===== config.mk =====
export PLATFORM = sky130hd
export DESIGN_NAME = bcp_scheduler
export DESIGN_NICKNAME = d
export VERILOG_FILES = /design/src/rtl/bcp_scheduler_pkg.sv /design/src/rtl/bcp_scheduler.sv
export SDC_FILE = /design/constraint.sdc
export NUM_CORES = 1
export LEC_CHECK = 0
export CORE_ASPECT_RATIO = 0.8
export CORE_UTILIZATION = 47
export DETAILED_ROUTE_END_ITERATION = 8
export GPL_ROUTABILITY_DRIVEN = 1
export GPL_TIMING_DRIVEN = 0
export HOLD_SLACK_MARGIN = 0.08
export PLACE_DENSITY = 0.8
export SYNTH_ARGS = -nofsm -noshare
export SYNTH_HDL_FRONTEND = slang
export SYNTH_SLANG_ARGS = --single-unit

===== constraint.sdc =====
create_clock -name clock -period 2.33 [get_ports clock]
set_input_delay 0.3495 -clock clock [delete_from_list [all_inputs] [get_ports clock]]
set_output_delay 0.3495 -clock clock [all_outputs]
set_load 0.05 [all_outputs]

===== src/rtl/bcp_scheduler_pkg.sv =====
`default_nettype none
// ============================================================================
// Module      : bcp_scheduler_pkg
// Description : Shared widths, imply-stack literal types and scheduler state
//               encoding for the BCP clause scheduler.
// Revision    : 1.0 - initial release
// ============================================================================
package bcp_scheduler_pkg;

  // Default index widths used across the solver datapath
  localparam int MAX_CLAUSES_BITS = 8;
  localparam int MAX_VARS_BITS    = 8;

  // Literal origin tags written to the imply stack alongside each entry
  localparam logic IMPLY_TYPE_IMPLIED = 1'b0;
  localparam logic IMPLY_TYPE_DECIDED = 1'b1;

  typedef enum logic [2:0] {
    IDLE  = 3'd0,
    ISSUE = 3'd1,
    WAIT  = 3'd2,
    PUSH  = 3'd3,
    DONE  = 3'd4
  } bcp_sched_state_t;

endpackage
`default_nettype wire


===== src/rtl/bcp_scheduler.sv =====
`default_nettype none
// ============================================================================
// Module      : bcp_scheduler
// Description : Walks the clause range watched by a newly assigned variable,
//               issuing one clause at a time to the BCP evaluator, pushing unit
//               implications and stopping on the first conflict.
// Revision    : 1.0 - initial release
// ============================================================================
module bcp_scheduler
  import bcp_scheduler_pkg::*;
#(
  parameter int CLAUSE_BITS = MAX_CLAUSES_BITS,
  parameter int VAR_BITS    = MAX_VARS_BITS
) (
  input  logic                   clock,
  input  logic                   reset,
  input  logic                   start,
  input  logic                   abort,
  input  logic [VAR_BITS-1:0]    var_in,
  input  logic                   val_in,
  input  logic [CLAUSE_BITS-1:0] start_clause,
  input  logic [CLAUSE_BITS-1:0] end_clause,
  output logic                   busy,
  output logic                   done,
  output logic                   conflict,
  output logic [CLAUSE_BITS-1:0] conflict_clause_idx,
  output logic                   eval_valid,
  output logic [CLAUSE_BITS-1:0] eval_clause_idx,
  output logic [VAR_BITS-1:0]    eval_var,
  output logic                   eval_val,
  input  logic                   eval_ready,
  input  logic                   res_valid,
  input  logic                   res_conflict,
  input  logic                   res_unit,
  input  logic [VAR_BITS-1:0]    res_var,
  input  logic                   res_val,
  output logic                   push_imply,
  output logic [VAR_BITS-1:0]    var_in_imply,
  output logic                   val_in_imply,
  output logic                   type_in_imply,
  input  logic                   full_imply
);

  bcp_sched_state_t       state_q;
  logic [CLAUSE_BITS-1:0] cur_q;
  logic [CLAUSE_BITS-1:0] end_q;
  logic [CLAUSE_BITS-1:0] cur_d;
  logic                   last_d;
  logic                   busy_q;
  logic                   done_q;
  logic                   conflict_q;
  logic [CLAUSE_BITS-1:0] conflict_idx_q;
  logic                   eval_valid_q;
  logic [CLAUSE_BITS-1:0] eval_idx_q;
  logic [VAR_BITS-1:0]    eval_var_q;
  logic                   eval_val_q;
  logic                   push_q;
  logic [VAR_BITS-1:0]    imply_var_q;
  logic                   imply_val_q;

  // Compare-before-increment: the last index is detected before cur_q moves,
  // so a range ending at the top code never wraps.
  assign cur_d  = cur_q + {{(CLAUSE_BITS-1){1'b0}}, 1'b1};
  assign last_d = (cur_q == end_q);

  // Scheduler FSM with all handshake and status outputs registered
  always_ff @(posedge clock) begin
    if (reset) begin
      state_q        <= IDLE;
      cur_q          <= '0;
      end_q          <= '0;
      busy_q         <= 1'b0;
      done_q         <= 1'b0;
      conflict_q     <= 1'b0;
      conflict_idx_q <= '0;
      eval_valid_q   <= 1'b0;
      eval_idx_q     <= '0;
      eval_var_q     <= '0;
      eval_val_q     <= 1'b0;
      push_q         <= 1'b0;
      imply_var_q    <= '0;
      imply_val_q    <= 1'b0;
    end else if (abort) begin
      // Cancel silently: no done pulse, outstanding request and push dropped
      state_q      <= IDLE;
      busy_q       <= 1'b0;
      done_q       <= 1'b0;
      eval_valid_q <= 1'b0;
      push_q       <= 1'b0;
      conflict_q   <= 1'b0;
    end else begin
      done_q <= 1'b0;
      push_q <= 1'b0;
      case (state_q)
        IDLE: begin
          if (start) begin
            eval_var_q <= var_in;
            eval_val_q <= val_in;
            end_q      <= end_clause;
            cur_q      <= start_clause;
            conflict_q <= 1'b0;
            busy_q     <= 1'b1;
            if (start_clause > end_clause) begin
              done_q  <= 1'b1;
              state_q <= DONE;
            end else begin
              eval_valid_q <= 1'b1;
              eval_idx_q   <= start_clause;
              state_q      <= ISSUE;
            end
          end
        end
        ISSUE: begin
          if (eval_ready) begin
            eval_valid_q <= 1'b0;
            state_q      <= WAIT;
          end
        end
        WAIT: begin
          if (res_valid) begin
            if (res_conflict) begin
              conflict_q     <= 1'b1;
              conflict_idx_q <= cur_q;
              done_q         <= 1'b1;
              state_q        <= DONE;
            end else if (res_unit) begin
              imply_var_q <= res_var;
              imply_val_q <= res_val;
              state_q     <= PUSH;
            end else if (last_d) begin
              done_q  <= 1'b1;
              state_q <= DONE;
            end else begin
              cur_q        <= cur_d;
              eval_valid_q <= 1'b1;
              eval_idx_q   <= cur_d;
              state_q      <= ISSUE;
            end
          end
        end
        PUSH: begin
          // Hold the captured literal until the imply stack has room
          if (!full_imply) begin
            push_q <= 1'b1;
            if (last_d) begin
              done_q  <= 1'b1;
              state_q <= DONE;
            end else begin
              cur_q        <= cur_d;
              eval_valid_q <= 1'b1;
              eval_idx_q   <= cur_d;
              state_q      <= ISSUE;
            end
          end
        end
        DONE: begin
          busy_q  <= 1'b0;
          state_q <= IDLE;
        end
        default: begin
          busy_q       <= 1'b0;
          eval_valid_q <= 1'b0;
          state_q      <= IDLE;
        end
      endcase
    end
  end

  assign busy                = busy_q;
  assign done                = done_q;
  assign conflict            = conflict_q;
  assign conflict_clause_idx = conflict_idx_q;
  assign eval_valid          = eval_valid_q;
  assign eval_clause_idx     = eval_idx_q;
  assign eval_var            = eval_var_q;
  assign eval_val            = eval_val_q;
  assign push_imply          = push_q;
  assign var_in_imply        = imply_var_q;
  assign val_in_imply        = imply_val_q;
  assign type_in_imply       = IMPLY_TYPE_IMPLIED;

endmodule
`default_nettype wire


Word-level counts from Yosys, hierarchy flattened
Cells that the tools add are included.
{ "totals": {"reg_bits": 58, "inputBits": 43, "wordCells": 97} }
{ "classes": {"addsub": 1, "n_lt_le_gt_ge": 1, "n_eq_ne": 13, "muxes": 48, "n_bitwise": 5, "reduce_logical": 15} }
{ "ops": {"columns": ["cell", "count"], "rows": [
  ["$mux W8", 13],
  ["$pmux W8 S3", 2],
  ["$mux W3", 8],
  ["$mux W1", 20],
  ["$ne A2 B2 Y1 const B", 8],
  ["$reduce_and A8 Y1", 2],
  ["$pmux W3 S4", 1],
  ["$reduce_and A4 Y1", 3],
  ["$add A8 B1 Y8 const B", 1],
  ["$eq A8 B8 Y1", 1],
  ["$gt A8 B8 Y1", 1],
  ["$reduce_and A7 Y1", 1],
  ["$eq A3 B2 Y1 const B", 2],
  ["$reduce_or A3 Y1", 2],
  ["$not A1 Y1", 5],
  ["$pmux W1 S5", 1],
  ["$reduce_and A5 Y1", 1],
  ["$pmux W1 S2", 2],
  ["$eq A3 B1 Y1 const B", 1],
  ["$eq A3 B3 Y1 const B", 1],
  ["$logic_not A3 Y1", 1],
  ["$pmux W1 S3", 1],
  ["$reduce_and A3 Y1", 1],
  ["$reduce_bool A3 Y1", 1],
  ["other kinds (3)", 3]
]} }

Depth between registers and ports, before layout
{ "depth": {"ltp_word": 6, "depth_mapped": 9, "ltp_nobuf": 8} }

Least setup slack after synthesis
OpenSTA, ideal clock, no wires.
{ "synth_path": {"kind": "in2reg", "start": "input port end_clause[1]", "end": "register eval_idx_q[1] (netlist: eval_clause_idx[1])", "arrival_ps": 1805, "required_ps": 2209, "slack_ps": 404, "stages": 9, "cell_sequence": "inv_1 -> ha_1 -> nor2b_1 -> o211ai_1 -> a21oi_1 -> o22a_1 -> a21o_1 -> buf_6 -> mux2_4"} }
{ "synth_between": {"elab_chain_cells": 3} }
{ "synth_rtl": {"columns": ["element", "line_no", "source"], "rows": [
  ["start, declared", "bcp_scheduler.sv:22", "input logic [CLAUSE_BITS-1:0] end_clause,"],
  ["$gt A8 B8 Y1", "bcp_scheduler.sv:103", "if (start_clause > end_clause) begin"],
  ["$ne A2 B2 Y1 (no line)", null, null],
  ["$reduce_and A8 Y1 (no line)", null, null],
  ["end signal, assigned", "bcp_scheduler.sv:108", "eval_idx_q <= start_clause;"],
  ["end signal, assigned", "bcp_scheduler.sv:136", "eval_idx_q <= cur_d;"],
  ["end signal, assigned", "bcp_scheduler.sv:151", "eval_idx_q <= cur_d;"],
  ["end, declared", "bcp_scheduler.sv:54", "logic [CLAUSE_BITS-1:0] eval_idx_q;"]
]} }
Every way passes these cells.
A chain may end at the register's enable or synchronous reset.

Worst setup path in the final report
{ "layout_path": {"start": "input port end_clause[1]", "end": "register eval_idx_q[2] (netlist: eval_clause_idx[2])"} }
The elaborated chain is that of the path after synthesis.

==> run_results.csv <==
group,metric,value,unit
outcome,run_status,"finished, final reports clean",
worst_setup_path,start_kind,"primary input",
grt,grt.overflow.total,0,
grt,via_count_of_the_first_global_routing_pass,2479,
worst_setup_path,startpoint,"end_clause[1]",
floorplanning,starting_density,0.5004,
logic_synthesis,number_of_synthesized_register_bits,58,
grt,largest_net_degree_at_the_start_of_global_routing,11,
route,first_pass_iteration_count_of_the_detailed_router,5,
power_and_ir_drop,finalPower,0.002478,W
worst_setup_path,cp_data_required_time,2.56,ns
route,drt-vias-per-instance,5.178,
grt,antenna_found_initial,0,
route,detail_route.iter0.violations,225,
floorplanning,design.core.area,5585,sq um
clock_network,cts-htree-levels,3,
sta,finalClockSkew,0.008917,ns
route,detail_route.wl_per_cell,14.55,um
sta,finalHoldViolations,0,
final_layout,drive_gt1_frac,0.07459,
worst_setup_path,crit-reg2reg-launch,"cur_q[0]",
floorplanning,die_height,70.98,um
clock_network,cts.repair_timing.setup_buffer_count,0,
final_layout,layout.filler_cells,455,
worst_setup_path,crit_fanout,8,
route,drc,0,
logic_synthesis,netlist_instances,334,
logic_synthesis,synth_cell_type_count,44,
job,cap_violations,0,
clock_network,cts_tree,"yes",
sta,finalSetupViolCount,0,
placed_design,place.detailed.hpwl,5641,um
final_layout,stdcell_area,3897,sq um
floorplanning,chipWidth,88.22,um
placed_design,placed_area,3694,sq um
clock_network,clk_latency,0.34,ns
min_path,hold_class,"flip-flop to flip-flop",
grt,grt_first_pass_wirelength,12060,um
sta,aggregate_negative_setup_slack,0,ns
floorplanning,floorplan.rows,24,
sta,maximum_frequency_from_static_timing_analysis,434.9,MHz
sta,max_slew_margin,0.5463,
clock_network,clkSinkCount,58,
floorplanning,die_area,6261,sq um
logic_synthesis,synth_enable_flop_cells,0,
logic_synthesis,ys.warnings.count,0,
sta,worst_slew_pin_slew,0.6754,ns
final_layout,area_growth_from_synthesis_to_layout,39.44,%
sta,period_needed,2.299,ns
route,wirelength,7379,um
logic_synthesis,synth_area,2795,sq um
sta,finalCritPeriodShare,0.9869,
sta,grt_setup_unrepaired,"false",
placed_design,port_buffers,80,
worst_setup_path,worst_setup_path_end_kind,"flip-flop",
logic_synthesis,asyncSetResetFlopFracSynth,0,
clock_network,numCtsBuffers,9,
final_layout,nNetsFinal,477,
logic_synthesis,sequential_share_of_the_synthesized_area,0.4154,
placed_design,routabilityCongestion,0.8657,
floorplanning,top_level_ports,83,
sta,timing_max_transition_violations_final,0,
clock_network,cts.path.max_buffers,2,
route,detailroute.via_count,2625,
clock_network,clk_pin_slew,0.07,ns
power_and_ir_drop,power.ir.vdd_worst,285.7,uV
route,drtAntennaViolNets,0,
logic_synthesis,cell_type_with_the_largest_total_area_after_synthesis,"sky130_fd_sc_hd__dfxtp_1",
clock_network,cts_root_buf,"sky130_fd_sc_hd__clkbuf_8",
logic_synthesis,synth.net_count,386,
grt,grt_util_all_layers,0.2525,
worst_setup_path,crit_arrival,2.53,ns
worst_setup_path,criticalPathCategory,"primary input to flip-flop",
logic_synthesis,postSynthAreaPerCell,8.369,sq um
placed_design,pre_cts_slack,-0.2743,ns
min_path,hp-start,"eval_var[1]",
power_and_ir_drop,powerDensity,635.7,nW/um^2
logic_synthesis,synth_top_area_share,0.4154,
logic_synthesis,yosys_most_used_dff,"sky130_fd_sc_hd__dfxtp_1",
logic_synthesis,synthTopCellsByArea,"sky130_fd_sc_hd__dfxtp_1 (42%), sky130_fd_sc_hd__mux2i_1 (10%), sky130_fd_sc_hd__nand2_1 (8.3%)",
final_layout,diodes,0,
power_and_ir_drop,cellLeakagePower,1.649,nW
sta,setup_slack,0.03060,ns
## report_power, final
| group | switching, W | internal (W) | total [W] |
|---|---|---|---|
| Combinational | 0.000263 | 0.000202 | 0.000465 |
| Sequential | 0.0000356 | 0.00103 | 0.00107 |
| Clock | 0.000399 | 0.000546 | 0.000944 |
## routing by layer
metal	up-vias	global-route usage	part of all wire
li1	1303	-	-
met1	1210	0.3565	0.48
met2	102	0.3735	0.44
met3	10	0.06418	0.073
met4	0	0.08781	0.015
met5	-	0	0
## Yosys cell counts, types with 2 or more instances
master	instances
sky130_fd_sc_hd__ha_1	9
sky130_fd_sc_hd__nor2b_1	4
sky130_fd_sc_hd__nand2_1	62
sky130_fd_sc_hd__mux2i_1	29
sky130_fd_sc_hd__nor4_1	4
sky130_fd_sc_hd__mux2_4	2
sky130_fd_sc_hd__o22a_1	2
sky130_fd_sc_hd__buf_6	2
sky130_fd_sc_hd__inv_1	14
sky130_fd_sc_hd__clkbuf_1	11
sky130_fd_sc_hd__dfxtp_1	58
sky130_fd_sc_hd__and3_1	2
sky130_fd_sc_hd__nor3_1	4
sky130_fd_sc_hd__o22ai_1	2
sky130_fd_sc_hd__xnor2_1	2
sky130_fd_sc_hd__a31oi_1	2
sky130_fd_sc_hd__a21oi_1	29
sky130_fd_sc_hd__nor2_1	34
sky130_fd_sc_hd__nand4_1	3
sky130_fd_sc_hd__nand3_1	4
sky130_fd_sc_hd__a211o_1	2
sky130_fd_sc_hd__xor2_1	12
sky130_fd_sc_hd__a211oi_1	2
sky130_fd_sc_hd__buf_4	2
sky130_fd_sc_hd__buf_2	4
sky130_fd_sc_hd__o21ai_0	12
sky130_fd_sc_hd__nand2b_1	4
## cell usage in the layout (no fill, tap or decap), types with 2 or more instances in the layout
master                            instances
sky130_fd_sc_hd__clkdlybuf4s50_1         80
sky130_fd_sc_hd__nand2_1                 62
sky130_fd_sc_hd__dfxtp_1                 58
sky130_fd_sc_hd__nor2_1                  34
sky130_fd_sc_hd__a21oi_1                 29
sky130_fd_sc_hd__mux2i_1                 29
sky130_fd_sc_hd__inv_1                   14
sky130_fd_sc_hd__o21ai_0                 12
sky130_fd_sc_hd__xor2_1                  12
sky130_fd_sc_hd__clkbuf_1                11
sky130_fd_sc_hd__clkbuf_8                11
sky130_fd_sc_hd__ha_1                     9
sky130_fd_sc_hd__buf_2                    4
sky130_fd_sc_hd__nor2b_1                  4
sky130_fd_sc_hd__nor3_1                   4
sky130_fd_sc_hd__nor4_1                   4
sky130_fd_sc_hd__nand2b_1                 4
sky130_fd_sc_hd__nand3_1                  4
sky130_fd_sc_hd__nand4_1                  3
sky130_fd_sc_hd__buf_6                    2
sky130_fd_sc_hd__xnor2_1                  2
sky130_fd_sc_hd__a211oi_1                 2
sky130_fd_sc_hd__a31oi_1                  2
sky130_fd_sc_hd__mux2_4                   2
sky130_fd_sc_hd__a211o_1                  2
sky130_fd_sc_hd__o22ai_1                  2
sky130_fd_sc_hd__and3_1                   2
sky130_fd_sc_hd__buf_4                    2
## worst max-delay path: stages
cell	delay, ns
sky130_fd_sc_hd__clkdlybuf4s50_1	0.49
sky130_fd_sc_hd__inv_1	0.06
sky130_fd_sc_hd__ha_1	0.30
sky130_fd_sc_hd__nor2b_1	0.14
sky130_fd_sc_hd__o211ai_1	0.19
sky130_fd_sc_hd__a21oi_1	0.09
sky130_fd_sc_hd__o22a_2	0.25
sky130_fd_sc_hd__a21o_1	0.20
sky130_fd_sc_hd__buf_6	0.15
sky130_fd_sc_hd__mux2_4	0.29
## worst paths after layout
kind | end | slack (ns) | cells past startpoint
worst max-delay path | eval_clause_idx[2] | 0.03 | 10
worst min-delay path | eval_var[1] | 0.46 | 2
worst max register to register | cur_q[2] | 0.25 | 7
worst min register to register | eval_var[1] | 0.46 | 2
## sequential cells by signal, summed over array words and instances (netlist names), 3 cells and up
signal	flops
state_q	3
var_in_imply	8
cur_q	8
eval_var	8
eval_clause_idx	8
conflict_clause_idx	8
end_q	8
## cell type report
class / instances / area, sq um / share of cell area
clock buffers: 11 / 151.4 / 0.03884
inverters: 14 / 52.55 / 0.01348
multi-input cells: 241 / 1475 / 0.3785
well taps: 78 / 97.59 / 0.02504
repair buffers: 80 / 800.8 / 0.2055
plain buffers: 21 / 107.6 / 0.02761
flip-flops and latches: 58 / 1161 / 0.2979
clock inverters: 4 / 51.30 / 0.01316
## what timing repair did
item,in CTS,in global routing
hold buffers,0,0
endpoints found under the hold margin,0,0
endpoints found under the setup margin,0,2
resized for setup,0,1
## cell families after synthesis
group                    Yosys count  synth area share
other                              1          0.001342
XOR/XNOR                          14           0.04387
buffers and inverters             35           0.05729
AO/OA/AOI/OAI                     57            0.1182
flip-flops                        58            0.4154
AND/OR/NAND/NOR                  128            0.2050
multiplexers                      32            0.1186
adder cells (fa/ha/maj)            9           0.04029
## per-stage QoR
stage            util  hold WS (ns)  instances
3_5_place_dp   0.6613        0.4496        492
4_1_cts        0.6976        0.4591        507
5_1_grt        0.6978        0.4828        507
3_3_place_gp   0.6613        0.4412        492
6_report       0.6978        0.4608        507
2_1_floorplan       -        0.4478        334
(Power assumes the default switching activity.)
